==> config.mk <==
export PLATFORM = sky130hd
export DESIGN_NAME = sqrt_share_arbiter
export DESIGN_NICKNAME = d
export VERILOG_FILES = /design/src/rtl/sqrt_share_arbiter_pkg.sv /design/src/rtl/sqrt_share_arbiter_rr_grant.sv /design/src/rtl/sqrt_share_arbiter.sv
export SDC_FILE = /design/constraint.sdc
export NUM_CORES = 1
export LEC_CHECK = 0
export ABC_AREA = 1
export BUFFER_PORTS_ARGS = -buffer_cell sky130_fd_sc_hd__buf_4
export CORE_MARGIN = 2
export CORE_UTILIZATION = 44
export DETAILED_ROUTE_END_ITERATION = 10
export PLACE_DENSITY_LB_ADDON = 0.05
export SYNTH_ARGS = -nofsm -noshare
export SYNTH_HDL_FRONTEND = slang
export SYNTH_SLANG_ARGS = --single-unit
==> constraint.sdc <==
create_clock -name i_clk -period 2.6 [get_ports i_clk]
set_clock_uncertainty 0.1 [all_clocks]
set_input_delay 0.65 -clock i_clk [delete_from_list [all_inputs] [get_ports i_clk]]
set_output_delay 0.65 -clock i_clk [all_outputs]
set_load 0.005 [all_outputs]
==> src/rtl/sqrt_share_arbiter_pkg.sv <==
// Shared definitions for the sqrt sharing arbiter: FSM state encoding,
// parameter defaults and the requester-ID width helper.
package sqrt_share_arbiter_pkg;

   typedef enum logic [1:0] {
      ST_IDLE  = 2'd0,
      ST_START = 2'd1,
      ST_WAIT  = 2'd2,
      ST_RESP  = 2'd3
   } state_e;

   localparam int unsigned N_REQ_DEF   = 4;
   localparam int unsigned DATA_W_DEF  = 16;
   localparam int unsigned ROOT_W_DEF  = 8;
   localparam int unsigned TIMEOUT_DEF = 64;

   // Requester ID width; a single lane still needs a 1-bit ID field.
   function automatic int unsigned id_width(input int unsigned n);
      return (n > 1) ? $clog2(n) : 1;
   endfunction

endpackage

==> src/rtl/sqrt_share_arbiter_rr_grant.sv <==
// Round-robin priority picker (combinational).
// Ports:
//   valid     - per-lane request vector
//   ptr       - lane with highest priority this cycle
//   grant     - one-hot grant (zero when nothing is valid)
//   idx       - encoded index of the granted lane
//   any_valid - at least one lane is requesting
module sqrt_share_arbiter_rr_grant #(
   parameter int unsigned N_REQ = 4,
   parameter int unsigned ID_W  = 2
) (
   input  logic [N_REQ-1:0] valid,
   input  logic [ID_W-1:0]  ptr,
   output logic [N_REQ-1:0] grant,
   output logic [ID_W-1:0]  idx,
   output logic             any_valid
);

   logic [ID_W-1:0] k;

   // Scan from ptr upward with wrap; the first valid lane wins.
   always_comb begin
      grant     = '0;
      idx       = '0;
      any_valid = 1'b0;
      k         = '0;
      for (int unsigned i = 0; i < N_REQ; i++) begin
         k = ID_W'((32'(ptr) + i) % N_REQ);
         if (!any_valid && valid[k]) begin
            any_valid = 1'b1;
            grant[k]  = 1'b1;
            idx       = k;
         end
      end
   end

endmodule

==> src/rtl/sqrt_share_arbiter.sv <==
// Shares one sqrt unit between N_REQ lanes: round-robin accept, start/done
// sequencing with a watchdog, and an ID-tagged response.
// Ports:
//   i_clk, i_rstn             - clock, async active-low reset
//   i_req_valid/i_req_data    - per-lane request (lane k at [k*DATA_W +: DATA_W])
//   o_req_ready               - per-lane accept, one-hot or zero, same cycle
//   o_sqrt_start/o_sqrt_data  - request to the sqrt unit
//   i_sqrt_done/i_sqrt_root   - result from the sqrt unit
//   o_rsp_valid/id/root/err   - response, held until i_rsp_ready
//   o_busy                    - any state other than IDLE
module sqrt_share_arbiter
   import sqrt_share_arbiter_pkg::*;
#(
   parameter int unsigned N_REQ   = N_REQ_DEF,
   parameter int unsigned ID_W    = id_width(N_REQ),
   parameter int unsigned DATA_W  = DATA_W_DEF,
   parameter int unsigned ROOT_W  = ROOT_W_DEF,
   parameter int unsigned TIMEOUT = TIMEOUT_DEF
) (
   input  logic                    i_clk,
   input  logic                    i_rstn,
   input  logic [N_REQ-1:0]        i_req_valid,
   input  logic [N_REQ*DATA_W-1:0] i_req_data,
   output logic [N_REQ-1:0]        o_req_ready,
   output logic                    o_sqrt_start,
   output logic [DATA_W-1:0]       o_sqrt_data,
   input  logic                    i_sqrt_done,
   input  logic [ROOT_W-1:0]       i_sqrt_root,
   output logic                    o_rsp_valid,
   output logic [ID_W-1:0]         o_rsp_id,
   output logic [ROOT_W-1:0]       o_rsp_root,
   output logic                    o_rsp_err,
   input  logic                    i_rsp_ready,
   output logic                    o_busy
);

   localparam int unsigned     WD_W    = (TIMEOUT > 1) ? $clog2(TIMEOUT) : 1;
   localparam logic [WD_W-1:0] WD_LAST = WD_W'(TIMEOUT - 1);

   state_e              state_q, state_n;
   logic [DATA_W-1:0]   data_q, data_n;
   logic [ID_W-1:0]     id_q, id_n;
   logic [ROOT_W-1:0]   root_q, root_n;
   logic                err_q, err_n;
   logic [WD_W-1:0]     wd_q, wd_n;
   logic [ID_W-1:0]     ptr_q, ptr_n;
   logic                start_q, rsp_valid_q, busy_q;

   logic [N_REQ-1:0]    grant;
   logic [ID_W-1:0]     grant_idx;
   logic                grant_any;
   logic [N_REQ-1:0]    req_ready_c;
   logic [DATA_W-1:0]   lane_data [N_REQ];

   // Unpack the flat request bus into per-lane words.
   for (genvar g = 0; g < N_REQ; g++) begin : g_lane
      assign lane_data[g] = i_req_data[g*DATA_W +: DATA_W];
   end

   sqrt_share_arbiter_rr_grant #(
      .N_REQ (N_REQ),
      .ID_W  (ID_W)
   ) u_rr_grant (
      .valid     (i_req_valid),
      .ptr       (ptr_q),
      .grant     (grant),
      .idx       (grant_idx),
      .any_valid (grant_any)
   );

   // Next-state, latch and watchdog logic.
   always_comb begin
      state_n     = state_q;
      data_n      = data_q;
      id_n        = id_q;
      root_n      = root_q;
      err_n       = err_q;
      wd_n        = wd_q;
      ptr_n       = ptr_q;
      req_ready_c = '0;
      case (state_q)
         ST_IDLE: begin
            if (grant_any) begin
               req_ready_c = grant;
               data_n      = lane_data[grant_idx];
               id_n        = grant_idx;
               state_n     = ST_START;
            end
         end
         ST_START: begin
            wd_n    = '0;
            state_n = ST_WAIT;
         end
         ST_WAIT: begin
            if (i_sqrt_done) begin
               root_n  = i_sqrt_root;
               err_n   = 1'b0;
               state_n = ST_RESP;
            end else if (wd_q == WD_LAST) begin
               root_n  = '1;
               err_n   = 1'b1;
               state_n = ST_RESP;
            end else begin
               wd_n = wd_q + WD_W'(1);
            end
         end
         ST_RESP: begin
            if (i_rsp_ready) begin
               ptr_n   = (id_q == ID_W'(N_REQ - 1)) ? '0 : id_q + ID_W'(1);
               // Clearing here keeps o_sqrt_data at zero throughout IDLE.
               data_n  = '0;
               state_n = ST_IDLE;
            end
         end
         default: state_n = ST_IDLE;
      endcase
   end

   // State, latches and registered outputs.
   always_ff @(posedge i_clk or negedge i_rstn) begin
      if (!i_rstn) begin
         state_q     <= ST_IDLE;
         data_q      <= '0;
         id_q        <= '0;
         root_q      <= '0;
         err_q       <= 1'b0;
         wd_q        <= '0;
         ptr_q       <= '0;
         start_q     <= 1'b0;
         rsp_valid_q <= 1'b0;
         busy_q      <= 1'b0;
      end else begin
         state_q     <= state_n;
         data_q      <= data_n;
         id_q        <= id_n;
         root_q      <= root_n;
         err_q       <= err_n;
         wd_q        <= wd_n;
         ptr_q       <= ptr_n;
         start_q     <= (state_n == ST_START);
         rsp_valid_q <= (state_n == ST_RESP);
         busy_q      <= (state_n != ST_IDLE);
      end
   end

   // Accept is same-cycle; held low while reset is asserted.
   assign o_req_ready  = req_ready_c & {N_REQ{i_rstn}};
   assign o_sqrt_start = start_q;
   assign o_sqrt_data  = data_q;
   assign o_rsp_valid  = rsp_valid_q;
   assign o_rsp_id     = id_q;
   assign o_rsp_root   = root_q;
   assign o_rsp_err    = err_q;
   assign o_busy       = busy_q;

endmodule

Word level (Yosys, flattened, before mapping)
Cells that the tools add are included.

$add $sub $neg: 5. Magnitude comparators: 9. Eq/ne operators: 11. Mux-type cells: 49. Bitwise operators: 5. Reduce and logical (&&, ||, !) cells: 20.

Operators with widths (number): $mux 16 (4); $bmux 16 s2 (1); $pmux 16 s2 (1); $mux 4 (6); $mux 2 (9); $mux 8 (2); $mux 1 (14); $lt 2x3->1 const B (4); $mux 6 (2); $or 4x4->4 (3); $pmux 6 s2 (1); $bmux 1 s2 (4); $demux 1 s2 (4); $eq 2x2->1 const B (4); $ge 2x1->1 const B (4); $ne 2x2->1 const B (4); $pmux 2 s4 (1); $reduce_bool 2->1 (4); $logic_and 1x1->1 (7); $add 6x1->6 const B (1); $eq 6x6->1 const B (1); $reduce_and 2->1 (3); $reduce_and 3->1 (2); $add 2x1->2 const B (2); other kinds (7) (11).

Bits in registers: 40. Input port bits: 80. Output and inout port bits: 34. Word-level logic and storage cells: 109.

Depth between registers and ports, before layout
Depth after elaboration: 18. Depth in mapped cells: 15. Mapped depth without buffers: 14.

Modules after synthesis
A second synthesis with hierarchy kept.

Cells, all modules: 392. Area, all modules: 2801.4 µm².

By module, submodules not included: sqrt_share_arbiter (times used 1, cells each 318, area an instance 2361.0 µm², sequential area each 1001.0 µm²); sqrt_share_arbiter_rr_grant (times used 1, cells each 74, area an instance 440.4 µm², sequential area each 0.0 µm²).

Least setup slack after synthesis
Ideal clock, no wire load.

Path kind: reg-to-output. Start: register ptr_q[0]. End: output port o_req_ready[3]. Data arrival time: 1.789 ns. Required time: 1.850 ns. Slack: 0.061 ns. Cell stages (with the launch flop): 12. Path buffers: 0. Cells stage by stage: dfrtp_1 -> inv_2 -> ha_1 -> inv_1 -> nand3_2 -> nand2_4 -> nand2_2 -> nor2_1 -> nand2_1 -> o2111ai_1 -> nand2_1 -> inv_1.

Cells in the longest elaborated chain, start to end: 15. Elaborated cells between the ends (all ways): 51. Classes of those cells: add/sub (3); order compare (8); mux (26); bitwise (4); reduce/logical (10).

RTL lines: start: declaration (line sqrt_share_arbiter.sv:46) `logic [ID_W-1:0] ptr_q, ptr_n;`; start signal: assignment (line sqrt_share_arbiter.sv:139) `ptr_q <= ptr_n;`; branches (longest 12 deep; another with $lt 2x3->1); $mux 4 (*) (line sqrt_share_arbiter.sv:83) `if (grant_any) begin`; $mux 4 (*) (line sqrt_share_arbiter.sv:81) `case (state_q)`; $and 4x4->4 (*) (line sqrt_share_arbiter.sv:147) `assign o_req_ready = req_ready_c & {N_REQ{i_rstn}};`; end: declaration (line sqrt_share_arbiter.sv:24) `output logic [N_REQ-1:0] o_req_ready,`.

Every way passes the cells marked *. The select of a mux whose other input is x is not followed.

Final worst setup path
Start: register ptr_q[0]. End: output port o_req_ready[2].

The elaborated chain is that of the path after synthesis.

==> results.md <==
* Outcome: finished with violations
* Failing checks: setup timing
* Global routing's busiest layer: met2
* Worst path arrival time at 1.92 ns
* Endpoints failing setup at 4
* Initial antenna violation count at 0
* WL per Instance at approximately 13 µm
* Final ANT Viol Nets at 0
* Syn Std Cell Area at 0.00276 mm²
* Global Route Usage Sum at 0.213
* TritonCTS clock tree: built
* Htree depth at 2
* Mean post-synth cell area at approximately 7.0 µm²
* Post-Syn Nets at 484
* Worst r2r src: ptr_q[0]
* Synth area leaders: dfrtp_1 36%, nand2_1 16%, nand3_1 14%
* Post-route minimum period at 2.67 ns
* Antenna Cells at 0
* Synth cell count leaders: 115 x nand2_1, 79 x nand3_1, 56 x inv_1
* Reg2reg setup slack at roughly 0.3 ns
* DR pass1 iterations at 4
* Synth warn at 0
* Core Util, Final at 0.655
* Final WS setup at -0.0690 ns
* Leak at around 2.2 nW
* Max-cap viol count at 0
* CTS max path bufs at 2
* Most frequent cell after synthesis: nand2_1
* Global-route wire length before repair at 12.2 mm
* Min-Delay Path Class: in2async
* Die Ht at 83.2 µm
* Pin count of the biggest net entering global routing at 41
* Die width at about 83 µm
* Kind of critical path: reg2out
* Root Buffer: clkbuf_8
* GRT met3 Usage at 0.0537
* Critical Path Start Type: register
* Hold WS at approximately 0.32 ns
* Reg2reg path depth at 14
* Reg clk slew, reported paths at 0.08 ns
* Layout Nets at around 610
* Pwr dens at 1320 mW/mm²
* IO buf count at 113
* Core Box Area at 0.00599 mm²
* Worst relative slew slack at 0.596
* Initial cell density of the core at 0.460
* Post-synth EDFFs at 0
* Fmax at 0.375 GHz
* Synth unique cells at 30
* Endpoints failing hold at 0
* Worst r2r dst: o_sqrt_data[2]
* Post-Synthesis Cells at 394
* Routability congestion estimate at between 0.8 and 0.9
* Crit path max fanout at 5
* Period utilisation layout at 1.03
* Drt drc at 0
* Share of cells above drive strength 1 at 0.333
* CTS Buf Count at 5
* Yosys reg bits at 40
* Via density at 4.88
* # rows at 28
* # clock sinks at 40
* Die area at 0.00691 mm²
* GR Util met1 at 0.267
* Total grt overflow at 0
* RSZ-0062 raised after global routing: true
* Initial DRC Count at 76
* Critical Path RT at between 1.5 and 2 ns
* CTS Hold Bufs at 0
* Top cell type by total area after synthesis: dfrtp_1
* Post-synthesis sequential area ratio at 0.363
* Max-slew violations at 0
* Worst slew pin tran at between 0.6 and 0.7 ns
* Met2 usage at 0.357
* Ys async rst share at 1.00
* Critical Path End Type: primary output
* Yosys top cell area share at 0.363
* VDD IR max at 806 µV
* DP Wirelength at 5.43 mm
* Vias in the first global route at 2,737
* Dpl ws at -0.0227 ns
* Fillcell total at 541
* Via Count at about 2,900
* Worst-Skew Late Latency at slightly below 0.3 ns
* # IOs at 114
* Predominant post-synthesis flop cell: dfrtp_1
* Final WL at roughly 7.4 mm
* Area Growth Syn to Fin at 42.4%
[worst max-delay path, cell delays in order (launching register included)]
cell	delay (ns)
dfrtp_1	0.39
inv_2	0.10
ha_4	0.23
inv_4	0.08
nand3_4	0.09
nand2_8	0.13
inv_6	0.04
nand2_4	0.06
o21ai_2	0.06
a21oi_1	0.14
o21ai_1	0.08
nand2_1	0.06
inv_1	0.03
buf_4	0.12
[cells in the final DEF, fill, tap and decap left out, drive strengths merged, types with 2 or more instances in the layout]
cell type	netlist	layout
nand2	127	127
o21ai	19	19
dfrtp	40	40
o2111ai	2	2
ha	10	10
o22ai	3	3
nand3	81	81
a21oi	5	5
clkinvlp	0	2
nor2	26	26
xor2	2	2
inv	63	63
nand4	3	3
clkbuf	2	6
buf	8	124
[area by class of cell]
class	count	area, µm²	area share
Timing Repair Buffer	124	938	0.239
Clock buffer	6	82.6	0.0210
Inverter	63	256	0.0653
Clock inverter	2	15.0	0.00383
Tap cell	75	93.8	0.0239
Sequential cell	40	1000	0.255
Multi-Input combinational cell	281	1540	0.392
[flip-flops by register name, summed over array words and instances (netlist names)]
register / flops
o_sqrt_start: 1
o_rsp_valid: 1
o_busy: 1
wd_q: 6
o_sqrt_data: 16
o_rsp_err: 1
ptr_q: 2
o_rsp_id: 2
o_rsp_root: 8
state_q: 2
[power breakdown]
part | internal, mW | switching (mW)
Sequential | 0.914 | 0.168
Combinational | 1.40 | 2.27
Clock | 0.215 | 0.221
[metal layers]
| layer | share of wire | vias up | wire, µm |
|---|---|---|---|
| li1 | - | 1488 | - |
| met1 | 0.44 | 1298 | 3280 |
| met2 | 0.48 | 90 | 3550 |
| met3 | 0.066 | 7 | 492 |
| met4 | 0.013 | 0 | 97 |
| met5 | 0 | - | 0 |
[logic make-up after synthesis]
| group | after synthesis | share of synthesized area |
|---|---|---|
| AO/OA/AOI/OAI | 30 | 0.0608 |
| AND/OR/NAND/NOR | 238 | 0.408 |
| adder cells (fa/ha/maj) | 10 | 0.0454 |
| buffers and inverters | 73 | 0.113 |
| flip-flops | 40 | 0.363 |
| XOR/XNOR | 3 | 0.00953 |
[worst max-delay path by stage]
stage	startpoint	to	slack [ns]	cells after the start
finish	ptr_q[0]	o_req_ready[2]	-0.07	13
global route	ptr_q[0]	o_req_ready[1]	-0.18	12
CTS	ptr_q[0]	o_req_ready[1]	-0.02	12
detailed placement	i_req_valid[3]	o_req_ready[1]	-0.02	13
global placement	i_req_valid[3]	o_req_ready[3]	0.05	13
floorplan	ptr_q[0]	o_req_ready[3]	0.06	11
[through the flow]
stage               std cells  total power [mW]  cell area, µm²  setup TNS, ns
global placement          580              4.36            3690              0
finish                    591              5.19            3930         -0.159
CTS                       589              5.16            3900        -0.0633
detailed placement        580              4.43            3690        -0.0700
global route              591              5.70            3930         -0.685
floorplan                 394              3.48            2760              0
[timing repair]
action                                  CTS  global route
pin swaps                                10             1
endpoints found under the hold margin     0             0
gates resized for setup                  29             2
buffers inserted                          1             2
gates cloned                              0             0
endpoints found under the setup margin    4             4
Power figures use the tool's default switching activity.
